File: src/rtl/seven_segment_capture.sv
// rtl/seven_segment_capture.sv - two-digit seven-segment readback with settle filter and BCD decode
//
// Purpose: samples the tens and ones segment buses, waits until the pair has
// been unchanged for STABLE_CYCLES edges, decodes both digits and publishes
// the BCD digits plus their binary value 0..99.
//
// Ports:
//   i_Clk        system clock
//   i_Reset      synchronous reset, active-high
//   i_Seg_Tens   tens-digit segments, bit0=A .. bit6=G
//   i_Seg_Ones   ones-digit segments, bit0=A .. bit6=G
//   o_Tens       captured tens digit, BCD
//   o_Ones       captured ones digit, BCD
//   o_Value      o_Tens*10 + o_Ones
//   o_Valid      one-cycle pulse when a new value is published
//   o_Error      last stable pattern pair did not decode
//   o_Locked     a stable, decoded value is held
module seven_segment_capture #(
   parameter int STABLE_CYCLES = 250000,
   parameter bit ACTIVE_LOW    = 1'b1
) (
   input  logic       i_Clk,
   input  logic       i_Reset,
   input  logic [6:0] i_Seg_Tens,
   input  logic [6:0] i_Seg_Ones,
   output logic [3:0] o_Tens,
   output logic [3:0] o_Ones,
   output logic [6:0] o_Value,
   output logic       o_Valid,
   output logic       o_Error,
   output logic       o_Locked
);

   localparam int CW = $clog2(STABLE_CYCLES + 1);
   localparam logic [CW-1:0] CNT_LAST = CW'(STABLE_CYCLES - 1);

   typedef enum logic [1:0] {
      IDLE   = 2'd0,
      SETTLE = 2'd1,
      LOCKED = 2'd2
   } state_t;

   state_t        state_q, state_d;
   logic [CW-1:0] cnt_q, cnt_d;
   logic [13:0]   samp_q;
   logic [13:0]   samp_in;
   logic [3:0]    tens_q, tens_d;
   logic [3:0]    ones_q, ones_d;
   logic [6:0]    value_q, value_d;
   logic          valid_q, valid_d;
   logic          error_q, error_d;
   logic          locked_q, locked_d;
   // Forces the next valid capture to publish: set after reset and after an
   // undecodable capture, so an unchanged value is still announced.
   logic          fresh_q, fresh_d;

   logic [4:0]    tens_dec;
   logic [4:0]    ones_dec;
   logic [6:0]    new_value;

   // Returns {ok, bcd}; ok=0 for any pattern that is not a digit.
   function automatic logic [4:0] decode_seg(input logic [6:0] seg);
      case (seg)
         7'h3F:   decode_seg = {1'b1, 4'd0};
         7'h06:   decode_seg = {1'b1, 4'd1};
         7'h5B:   decode_seg = {1'b1, 4'd2};
         7'h4F:   decode_seg = {1'b1, 4'd3};
         7'h66:   decode_seg = {1'b1, 4'd4};
         7'h6D:   decode_seg = {1'b1, 4'd5};
         7'h7D:   decode_seg = {1'b1, 4'd6};
         7'h07:   decode_seg = {1'b1, 4'd7};
         7'h7F:   decode_seg = {1'b1, 4'd8};
         7'h6F:   decode_seg = {1'b1, 4'd9};
         default: decode_seg = 5'b0;
      endcase
   endfunction

   // Everything downstream works in lit=1 terms.
   assign samp_in = ACTIVE_LOW ? ~{i_Seg_Tens, i_Seg_Ones} : {i_Seg_Tens, i_Seg_Ones};

   // A blank tens digit is leading-zero suppression, so it reads as 0.
   assign tens_dec = (samp_q[13:7] == 7'h00) ? {1'b1, 4'd0} : decode_seg(samp_q[13:7]);
   assign ones_dec = decode_seg(samp_q[6:0]);

   // x*10 = x*8 + x*2
   assign new_value = {tens_dec[3:0], 3'b000} + {2'b00, tens_dec[3:0], 1'b0} + {3'b000, ones_dec[3:0]};

   always_ff @(posedge i_Clk) begin
      if (i_Reset) begin
         state_q  <= IDLE;
         cnt_q    <= '0;
         samp_q   <= '0;
         tens_q   <= '0;
         ones_q   <= '0;
         value_q  <= '0;
         valid_q  <= 1'b0;
         error_q  <= 1'b0;
         locked_q <= 1'b0;
         fresh_q  <= 1'b1;
      end else begin
         state_q  <= state_d;
         cnt_q    <= cnt_d;
         samp_q   <= samp_in;
         tens_q   <= tens_d;
         ones_q   <= ones_d;
         value_q  <= value_d;
         valid_q  <= valid_d;
         error_q  <= error_d;
         locked_q <= locked_d;
         fresh_q  <= fresh_d;
      end
   end

   always_comb begin
      state_d  = state_q;
      cnt_d    = cnt_q;
      tens_d   = tens_q;
      ones_d   = ones_q;
      value_d  = value_q;
      valid_d  = 1'b0;
      error_d  = error_q;
      locked_d = locked_q;
      fresh_d  = fresh_q;

      if (samp_in != samp_q) begin
         // Any change, from any state, restarts settling; outputs hold.
         state_d = SETTLE;
         cnt_d   = '0;
      end else if (state_q == SETTLE) begin
         if (cnt_q == CNT_LAST) begin
            state_d = LOCKED;
            cnt_d   = '0;
            if (tens_dec[4] && ones_dec[4]) begin
               tens_d   = tens_dec[3:0];
               ones_d   = ones_dec[3:0];
               value_d  = new_value;
               error_d  = 1'b0;
               locked_d = 1'b1;
               valid_d  = fresh_q || (new_value != value_q);
               fresh_d  = 1'b0;
            end else begin
               error_d  = 1'b1;
               locked_d = 1'b0;
               fresh_d  = 1'b1;
            end
         end else begin
            cnt_d = cnt_q + CW'(1);
         end
      end
   end

   assign o_Tens   = tens_q;
   assign o_Ones   = ones_q;
   assign o_Value  = value_q;
   assign o_Valid  = valid_q;
   assign o_Error  = error_q;
   assign o_Locked = locked_q;

endmodule

File: config.mk
export PLATFORM = sky130hd
export DESIGN_NAME = seven_segment_capture
export DESIGN_NICKNAME = d
export VERILOG_FILES = /design/src/rtl/seven_segment_capture.sv
export SDC_FILE = /design/constraint.sdc
export NUM_CORES = 1
export LEC_CHECK = 0
export CAP_MARGIN = 25
export CORE_ASPECT_RATIO = 0.7
export CORE_MARGIN = 4
export CORE_UTILIZATION = 35
export CTS_CLUSTER_SIZE = 30
export DETAILED_ROUTE_END_ITERATION = 16
export SYNTH_ARGS = -nofsm -noshare
export SYNTH_HDL_FRONTEND = slang
export SYNTH_SLANG_ARGS = --single-unit
File: constraint.sdc
create_clock -name i_Clk -period 3.3 [get_ports i_Clk]
set_clock_uncertainty 0.15 [all_clocks]
set_input_delay 0.66 -clock i_Clk [delete_from_list [all_inputs] [get_ports i_Clk]]
set_output_delay 0.66 -clock i_Clk [all_outputs]
set_load 0.01 [all_outputs]
# Yosys cells after proc, flatten, opt, wreduce, memory -nomap -nowiden
# Cells that the tools add are included.
# totals
out_inout_bits	18
inputBits	16
elab_cells	63
regBits	53
# classes
add_sub_neg	3
eq_ne	24
reduce_logical	11
mux	9
bitwise_logic	5
# op_table
cell	count
5-bit case mux with 10 select lines	2
7-bit == test, second input constant	14
7-bit by 3-bit == test with 1-bit output, second input constant	4
18-bit by 1-bit adder with 18-bit output, second input constant	1
18-bit == test, second input constant	1
18-bit two-way mux	1
7-bit by 6-bit == test with 1-bit output, second input constant	2
14-bit inequality test	1
14-bit inverter	1
7-bit by 4-bit adder with 7-bit output	1
7-bit by 5-bit adder with 7-bit output	1
7-bit logical NOT	1
7-bit inequality test	1
1-bit two-way mux	5
5-bit two-way mux	1
5-bit OR reduction	1
1-bit inverter	4
2-bit AND reduction	2
4-bit AND reduction	1
2-bit nonzero test	2
3-bit AND reduction	1
2-bit by 1-bit == test with 1-bit output, second input constant	1
2-bit OR reduction	1
1-bit logical AND	1
1-bit logical OR	1

# Longest topological paths before layout
# Gate-level depths: netlist of run 1.
# depth
ltp_word	7
mapped_depth	14
ltp_nobuf	13

# Worst setup path after synthesis of run 1
# No wires, ideal clock.
# synth_timing
path_kind	reg2reg
from	reg samp_q[7]
to	reg valid_q, in the netlist o_Valid
setup_time_ns	0.134
n_path_buf	1
synth_period_minus_slack_ns	3.426
arrival_time_ns	3.142
path_slack_ns	-0.126
stages_incl_launch_ff	12
required_time_ns	3.016
path_cell_list	dfxtp_1 clkbuf_1 or4b_2 a21oi_1 a41oi_1 fa_1 fa_1 xnor2_1 xnor2_1 nand3_1 nor4_1 a311oi_1
# synth_via
elab_chain_len	7
elab_cells_between_ends	21
classes_between	add/sub: 2; eq/ne: 12; mux: 2; bitwise: 1; reduce/logical: 4
# synth_rtl
item	line_no	rtl
start: declaration	45	logic [13:0] samp_q;
start signal: assignment	103	samp_q <= samp_in;
7-bit == test (tied with other cells)	63	case (seg)
5-bit case mux with 10 select lines	63	
5-bit two-way mux	82	assign tens_dec = (samp_q[13:7] == 7'h00) ? {1'b1, 4'd0} : decode_seg(samp_q[13:7]);
7-bit by 5-bit adder with 7-bit output	86	assign new_value = {tens_dec[3:0], 3'b000} + {2'b00, tens_dec[3:0], 1'b0} + {3'b000, ones_dec[3:0]};
7-bit by 4-bit adder with 7-bit output	86	
7-bit inequality test	139	valid_d = fresh_q || (new_value != value_q);
1-bit logical OR	139	
end signal: assignment	107	valid_q <= valid_d;
end: declaration	50	logic valid_q, valid_d;
# Parallel ways exist; a longest one is shown, timed or not.
# A chain may end at the register's enable or synchronous reset.

# Final worst setup path of run 1
# Same ends and word-level chain as after synthesis.

==> metrics.md, run 1 <==
| Metric | Value |
|---|---|
| Footprint of the multi-input gates | 1710 um2 |
| Die width | 116 um |
| Post-Synthesis Cells | 329 |
| Reg2reg setup slack | 220 ps |
| Placed instance area | 3340 um2 |
| Max Cap Violations | 0 |
| Sequential cell area | 1040 um2 |
| CTS Sinks | 52 |
| Worst hold slack | 307 ps |
| CP cell instances | or4b_4 > a21oi_2 > a41oi_2 > fa_1 > inv_1 > ha_1 > a21o_1 > a21oi_2 > xnor2_1 > xnor2_1 > a311oi_1 |
| Crit path max fanout | 2 |
| Non-filler cells in the finished layout | 468 |
| Detailed Place HPWL | 4.81 mm |
| Max Fclk | 324 MHz |
| Final hold vios | 0 |
| Most common cell in the netlist | dfxtp_1 |
| Placed insts | 455 |
| Drt pass-1 iters | 4 |
| Final instance area | 3560 um2 |
| Setup TNS | 0 ps |
| Worst EP arrival | 3140 ps |
| Final Setup Violations | 0 |
| Top post-synthesis cells by count | dfxtp_1 (52), nor2_1 (41), nand2_1 (30) |
| ANT nets after route | 0 |
| Synthesized Nets | 355 |
| Hold depth | 2 |
| FF-to-FF path depth | 11 |
| Largest cells by area after synthesis | dfxtp_1 (36%), xor2_1 (8.5%), nor2_1 (5.3%) |
| Fraction of layout cells with a size suffix above 1 | 0.123 |
| CTS Buf Count | 5 |
| Synth cell types | 55 |
| Initial drt markers | 185 |
| Crit start category | register |
| Yosys warning count | 0 |
| Final Core Density | 0.448 |
| Setup ws final | 215 ps |
| Io pins | 34 |
| Setup WS pre-CTS | 13.0 ps |
| Worst-margin pin slew | 453 ps |
| Rel. slew slack | 0.695 |
| I/O Buffers | 33 |
| Row count | 27 |
| FF+latch count, synth | 52 |
| Largest net degree at the start of global routing | 27 |
| Final wirelength | 6.41 mm |
| CTS tree | done |
| Vias in the first global route | 2,196 |
| Ys flop type | dfxtp_1 |
| Critical Path Start | samp_q[7] |
| Worst Path Buf+Inv | 1 |
| Clock latency on the worst-skew pair | 290 ps |
| HP Start | o_Ones[2] |
| Reg-to-reg startpoint | samp_q[7] |
| VDD IR max | 0.188 mV |
| Post-layout minimum cycle time | 3080 ps |
| Worst path depth | 11 |
| Gr ovfl total | 0 |
| Share of the synthesized area in the top cell type | 0.362 |
| Status | finished clean |
| Sequential fraction of the synthesis area | 0.362 |
| Number of flops mapped to enable cells by yosys | 0 |
| RSZ-0062 raised after global routing | false |
| Initial core utilization | 0.362 |
| Avg Cell Area, Syn | 8.75 um2 |
| CTS root buf | clkbuf_16 |
| Die area | 9760 um2 |
| Worst stage delay on the critical path | 610 ps |
| WS Path Type | reg -> reg |
| Vias | 2,385 |
| Critical Path Sink | o_Valid |
| Vias per Instance | 5.10 |
| Max Transition Viols Final | 0 |
| Drt wl/cell | 13.7 um |
| Final Wtd Congestion | 0.832 |
| CTS clk-pin slew, worst paths | 70 ps |
| Total track usage | 0.139 |
| Hold buffers post-CTS | 0 |
| Top delay family on crit path | adder cells |
| Antenna cells | 0 |
| Leak Pwr | 1.31 nW |
| Htree depth | 2 |
| Power Density | 361 nW/um2 |
| Largest area contributor in the netlist | dfxtp_1 |
| Tcrit/Tclk final | 0.935 |
| Asr flop ratio synth | 0 |
| Fillers | 759 |
| CP Capture Type | register |
| Critical Path RT | 3360 ps |
| First-pass GRT wire length | 10.9 mm |
| # nets final | 392 |
| Reg2Reg Capture Point | o_Valid |
| Die height | 83.9 um |
| Initial antenna violation count | 0 |
| Slowest cell on crit path | fa_1 |
| Design Power | 1.28 mW |
| Area Overhead vs Synth | 23.6% |
| Clock Path Buffers | 2 |
| Post-Syn Area | 2880 um2 |
| Drt drc | 0 |
| Core area | 7940 um2 |
| Min-Delay Path Class | reg -> reg |
==> registers in the layout (all words and copies together) (netlist names) <==
register,flops
fresh_q,1
cnt_q,18
state_q,2
o_Tens,4
o_Ones,4
o_Locked,1
o_Value,6
o_Error,1
samp_q,14
o_Valid,1
==> how the worst min path moves through the flow <==
stage	end
6_report	o_Ones[2]
5_1_grt	o_Tens[0]
4_1_cts	o_Tens[0]
3_5_place_dp	o_Tens[0]
3_3_place_gp	o_Ones[2]
2_1_floorplan	fresh_q
==> cell type report <==
cell class / instances / share of cell area
Multi-Input combinational cell: 245 / 0.482
Sequential cell: 52 / 0.294
Timing Repair Buffer: 51 / 0.135
Clock buffer: 6 / 0.0391
Tap cell: 101 / 0.0355
Inverter: 11 / 0.0116
Clock inverter: 2 / 0.00281
==> power by group <==
part	leakage, nW	internal, mW	switching, mW	total (mW)
registers	0.424	0.638	0.0152	0.653
clock network	0.0766	0.299	0.226	0.526
logic	0.812	0.0519	0.0523	0.104
==> kinds of logic (layout without fill, tap and decap cells) <==
kind of cell / count (synthesis) / in the layout / synth area share
and+or+nand+nor: 147 / 147 / 0.272
DFF: 52 / 52 / 0.362
xor gates and xnor gates: 41 / 41 / 0.130
AOI/OAI and AO/OA: 32 / 32 / 0.0787
buffers and inverters: 32 / 70 / 0.0552
muxes: 15 / 15 / 0.0543
adders and majority gates: 10 / 10 / 0.0487
==> placed cells by master, fill, tap and decap left out, types with 11 or more instances in the layout <==
master / netlist / final
xor2_1: 28 / 28
nand3_1: 12 / 12
clkdlybuf4s50_1: 0 / 33
nand4_1: 13 / 13
dfxtp_1: 52 / 49
xnor2_1: 12 / 11
nand2_1: 30 / 30
inv_1: 11 / 11
nor2_1: 41 / 41
buf_4: 2 / 16
==> routing by layer <==
layer  up-vias  routed length [um]  GRT usage  part of all wire
met5         -                   0          0                 0
met4         0                  78     0.0379             0.012
met3         8                 237     0.0275             0.037
met2        38                2600      0.188              0.41
met1      1119                3500      0.219              0.55
li1       1220                   -          -                 -
==> worst min-delay path, cell delays in order (launching register included) <==
cell and delay [ps]:
dfxtp_1 310, nand2_1 50, mux2i_1 50
==> repair_timing <==
action	CTS	global route
setup buffers	0	5
gates resized for setup	0	9
endpoints found under the setup margin	0	3
(Power assumes the default switching activity.)
==> inputs of run 2 (changes only) <==
--- a/config.mk
+++ b/config.mk
@@ -11,6 +11,7 @@
 export CORE_UTILIZATION = 35
 export CTS_CLUSTER_SIZE = 30
 export DETAILED_ROUTE_END_ITERATION = 16
+export SKIP_LAST_GASP = 1
 export SYNTH_ARGS = -nofsm -noshare
 export SYNTH_HDL_FRONTEND = slang
 export SYNTH_SLANG_ARGS = --single-unit
==> results of run 2 <==
Final layout, timing and power as in run 1 (identical DEF).
==> inputs of run 3 (changes only) <==
--- a/config.mk
+++ b/config.mk
@@ -7,7 +7,7 @@
 export LEC_CHECK = 0
 export CAP_MARGIN = 25
 export CORE_ASPECT_RATIO = 0.7
-export CORE_MARGIN = 4
+export CORE_MARGIN = 2
 export CORE_UTILIZATION = 35
 export CTS_CLUSTER_SIZE = 30
 export DETAILED_ROUTE_END_ITERATION = 16
==> run 3 against run 2 <==
Cell count is the same; clock power down 2%; cell area about the same; combinational power decreased by 5%.
==> metrics.md, run 3 (same netlist as run 1, synthesis figures left out) <==
| Metric | Value |
|---|---|
| CTS Sinks | 52 (unchanged) |
| Placed instance area | 3360 um2 (+0.45%) |
| Top delay family on crit path | adder cells |
| Worst-margin pin slew | 465 ps (+12.0 ps) |
| Rel. slew slack | 0.687 (-0.00808) |
| Total track usage | 0.142 (+0.00301) |
| Final Core Density | 0.450 (+0.00176) |
| Switching portion of total power | 0.237 (+0.00740) |
| Commonest non-fill, non-tap cell in the layout | dfxtp_1 |
| Worst Hold End | o_Tens[0] |
| Io pins | 34 (unchanged) |
| Critical Path Start | samp_q[7] |
| Final Wtd Congestion | 0.807 (-3.0%) |
| HP Start | o_Tens[0] |
| Top reg by flops | cnt_q |
| Clock Path Buffers | 2 (unchanged) |
| CP cell instances | or4b_2 > a21oi_2 > a41oi_2 > fa_1 > fa_2 > nor2b_1 > o21ai_1 > nand2_1 > xnor3_1 > a311oi_1 |
| Die area | 8980 um2 (-8.0%) |
| Critical Path RT | 3350 ps (about the same) |
| Design Power | 1.27 mW (-1.1%) |
| Min-Delay Path Class | reg -> reg |
| CTS clk-pin slew, worst paths | 70 ps (about the same) |
| Clock latency on the worst-skew pair | 290 ps (about the same) |
| I/O Buffers | 33 (unchanged) |
| FF-to-FF path depth | 10 (-1) |
| Gr ovfl total | 0 (unchanged) |
| Reg2Reg Capture Point | o_Valid |
| Max Cap Violations | 0 (unchanged) |
| Row count | 27 (unchanged) |
| Sw power | 300 uW (+2.1%) |
| Combinational Power Share | 0.078 (-0.003) |
| Vias in the first global route | 2,157 (-1.8%) |
| Worst Path Buf+Inv | 0 (-1) |
| Max Transition Viols Final | 0 (unchanged) |
| Worst stage delay on the critical path | 680 ps (+70 ps) |
| Detailed Place HPWL | 4.86 mm (+0.93%) |
| Setup ws final | 138 ps (-77.3 ps) |
| CTS tree | done |
| Post-layout minimum cycle time | 3160 ps (+77.3 ps) |
| Most frequent cells in the layout | dfxtp_1 (51), nor2_1 (41), clkdlybuf4s50_1 (33), nand2_1 (30), xor2_1 (28) |
| Status | finished clean |
| Max reg flops | 18 (unchanged) |
| Fraction of layout cells with a size suffix above 1 | 0.120 (-0.00272) |
| Slowest cell on crit path | or4b_2 |
| Sequential power share | 0.515 (+0.006) |
| Initial drt markers | 67 (-64%) |
| Antenna cells | 0 (unchanged) |
| # nets final | 392 (unchanged) |
| CP Capture Type | register |
| Crit start category | register |
| Max Fclk | 316 MHz (-2.4%) |
| Initial antenna violation count | 0 (unchanged) |
| RSZ-0062 raised after global routing | false |
| Final Setup Violations | 0 (unchanged) |
| Crit path max fanout | 3 (+1) |
| Area Overhead vs Synth | 23.5% (about the same) |
| Die height | 79.9 um (-4.8%) |
| Htree depth | 2 (unchanged) |
| Tcrit/Tclk final | 0.958 (+0.0234) |
| Hold depth | 2 (unchanged) |
| Die width | 112 um (-3.4%) |
| ANT nets after route | 0 (unchanged) |
| Power Density | 357 nW/um2 (-1.0%) |
| Worst EP arrival | 3220 ps (+80 ps) |
| CTS Buf Count | 5 (unchanged) |
| Final hold vios | 0 (unchanged) |
| Vias per Instance | 5.09 (-0.17%) |
| Drt drc | 0 (unchanged) |
| Largest net degree at the start of global routing | 23 (-15%) |
| Drt pass-1 iters | 6 (+2) |
| Clk pwr share | 0.408 (-0.002) |
| WS Path Type | reg -> reg |
| CTS root buf | clkbuf_16 |
| Final wirelength | 6.27 mm (-2.3%) |
| Drt wl/cell | 13.4 um (-2.3%) |
| P_int | 969 uW (-2.0%) |
| First-pass GRT wire length | 10.4 mm (-5.2%) |
| Setup WS pre-CTS | -15.8 ps (-28.8 ps) |
| Reg2reg setup slack | 140 ps (-80 ps) |
| Reg-to-reg startpoint | samp_q[7] |
| Vias | 2,381 (-0.17%) |
| Final instance area | 3550 um2 (about the same) |
| Initial core utilization | 0.364 (+0.00155) |
| VDD IR max | 0.222 mV (+18%) |
| Leak Pwr | 1.31 nW (-0.12%) |
| Core area | 7910 um2 (-0.43%) |
[run 3: layout make-up]
| class | instances | area [um2] |
|---|---|---|
| clock buffers | 6 | 129 |
| clock inverters | 2 | 16.3 |
| fillers | 803 | 4350 |
| inverters | 11 | 41.3 |
| multi-input cells | 245 | 1720 |
| flip-flops and latches | 52 | 1040 |
| well taps | 101 | 126 |
| repair buffers | 51 | 478 |
[run 3: through the flow]
| step | TNS (ps) | hold slack (ps) | instances |
|---|---|---|---|
| floorplan | 0 | 319 | 329 |
| global placement | 0 | 300 | 457 |
| detailed placement | -15.8 | 301 | 457 |
| CTS | 0 | 311 | 466 |
| global route | 0 | 327 | 468 |
| finish | 0 | 311 | 468 |
[run 3: power groups by stage]
stage / registers, mW / clock network [mW] / logic [mW]
3_5_place_dp: 0.667 / 0 / 0.0975
3_3_place_gp: 0.667 / 0 / 0.0962
5_1_grt: 0.655 / 0.563 / 0.109
2_1_floorplan: 0.656 / 0 / 0.0681
6_report: 0.653 / 0.517 / 0.0986
4_1_cts: 0.653 / 0.534 / 0.0989
[run 3: worst min-delay path, cell delays in order, from the launching register on]
cell and delay [ps]:
dfxtp_1 310, nand2_1 50, mux2i_1 50
[run 3: what timing repair did]
| item | CTS | global route |
|---|---|---|
| hold buffers | 0 | 0 |
| setup endpoints to repair | 1 | 3 |
| cloned | 0 | 0 |
| pin swaps | 4 | 7 |
| setup buffers | 1 | 2 |
| resized for setup | 3 | 4 |
[run 3: worst max-delay path by stage]
stage	endpoint	cells past startpoint
finish	o_Valid	10
global route	o_Value[5]	12
CTS	o_Valid	11
detailed placement	o_Valid	9
global placement	o_Tens[3]	6
floorplan	o_Valid	10
[run 3: layer usage]
layer  wire length, um  vias up  GRT usage
met5                 0        -          0
met4                50        0     0.0341
met3               180        4     0.0266
met2              2490       28      0.208
met1              3550     1124      0.214
li1                  -     1225          -
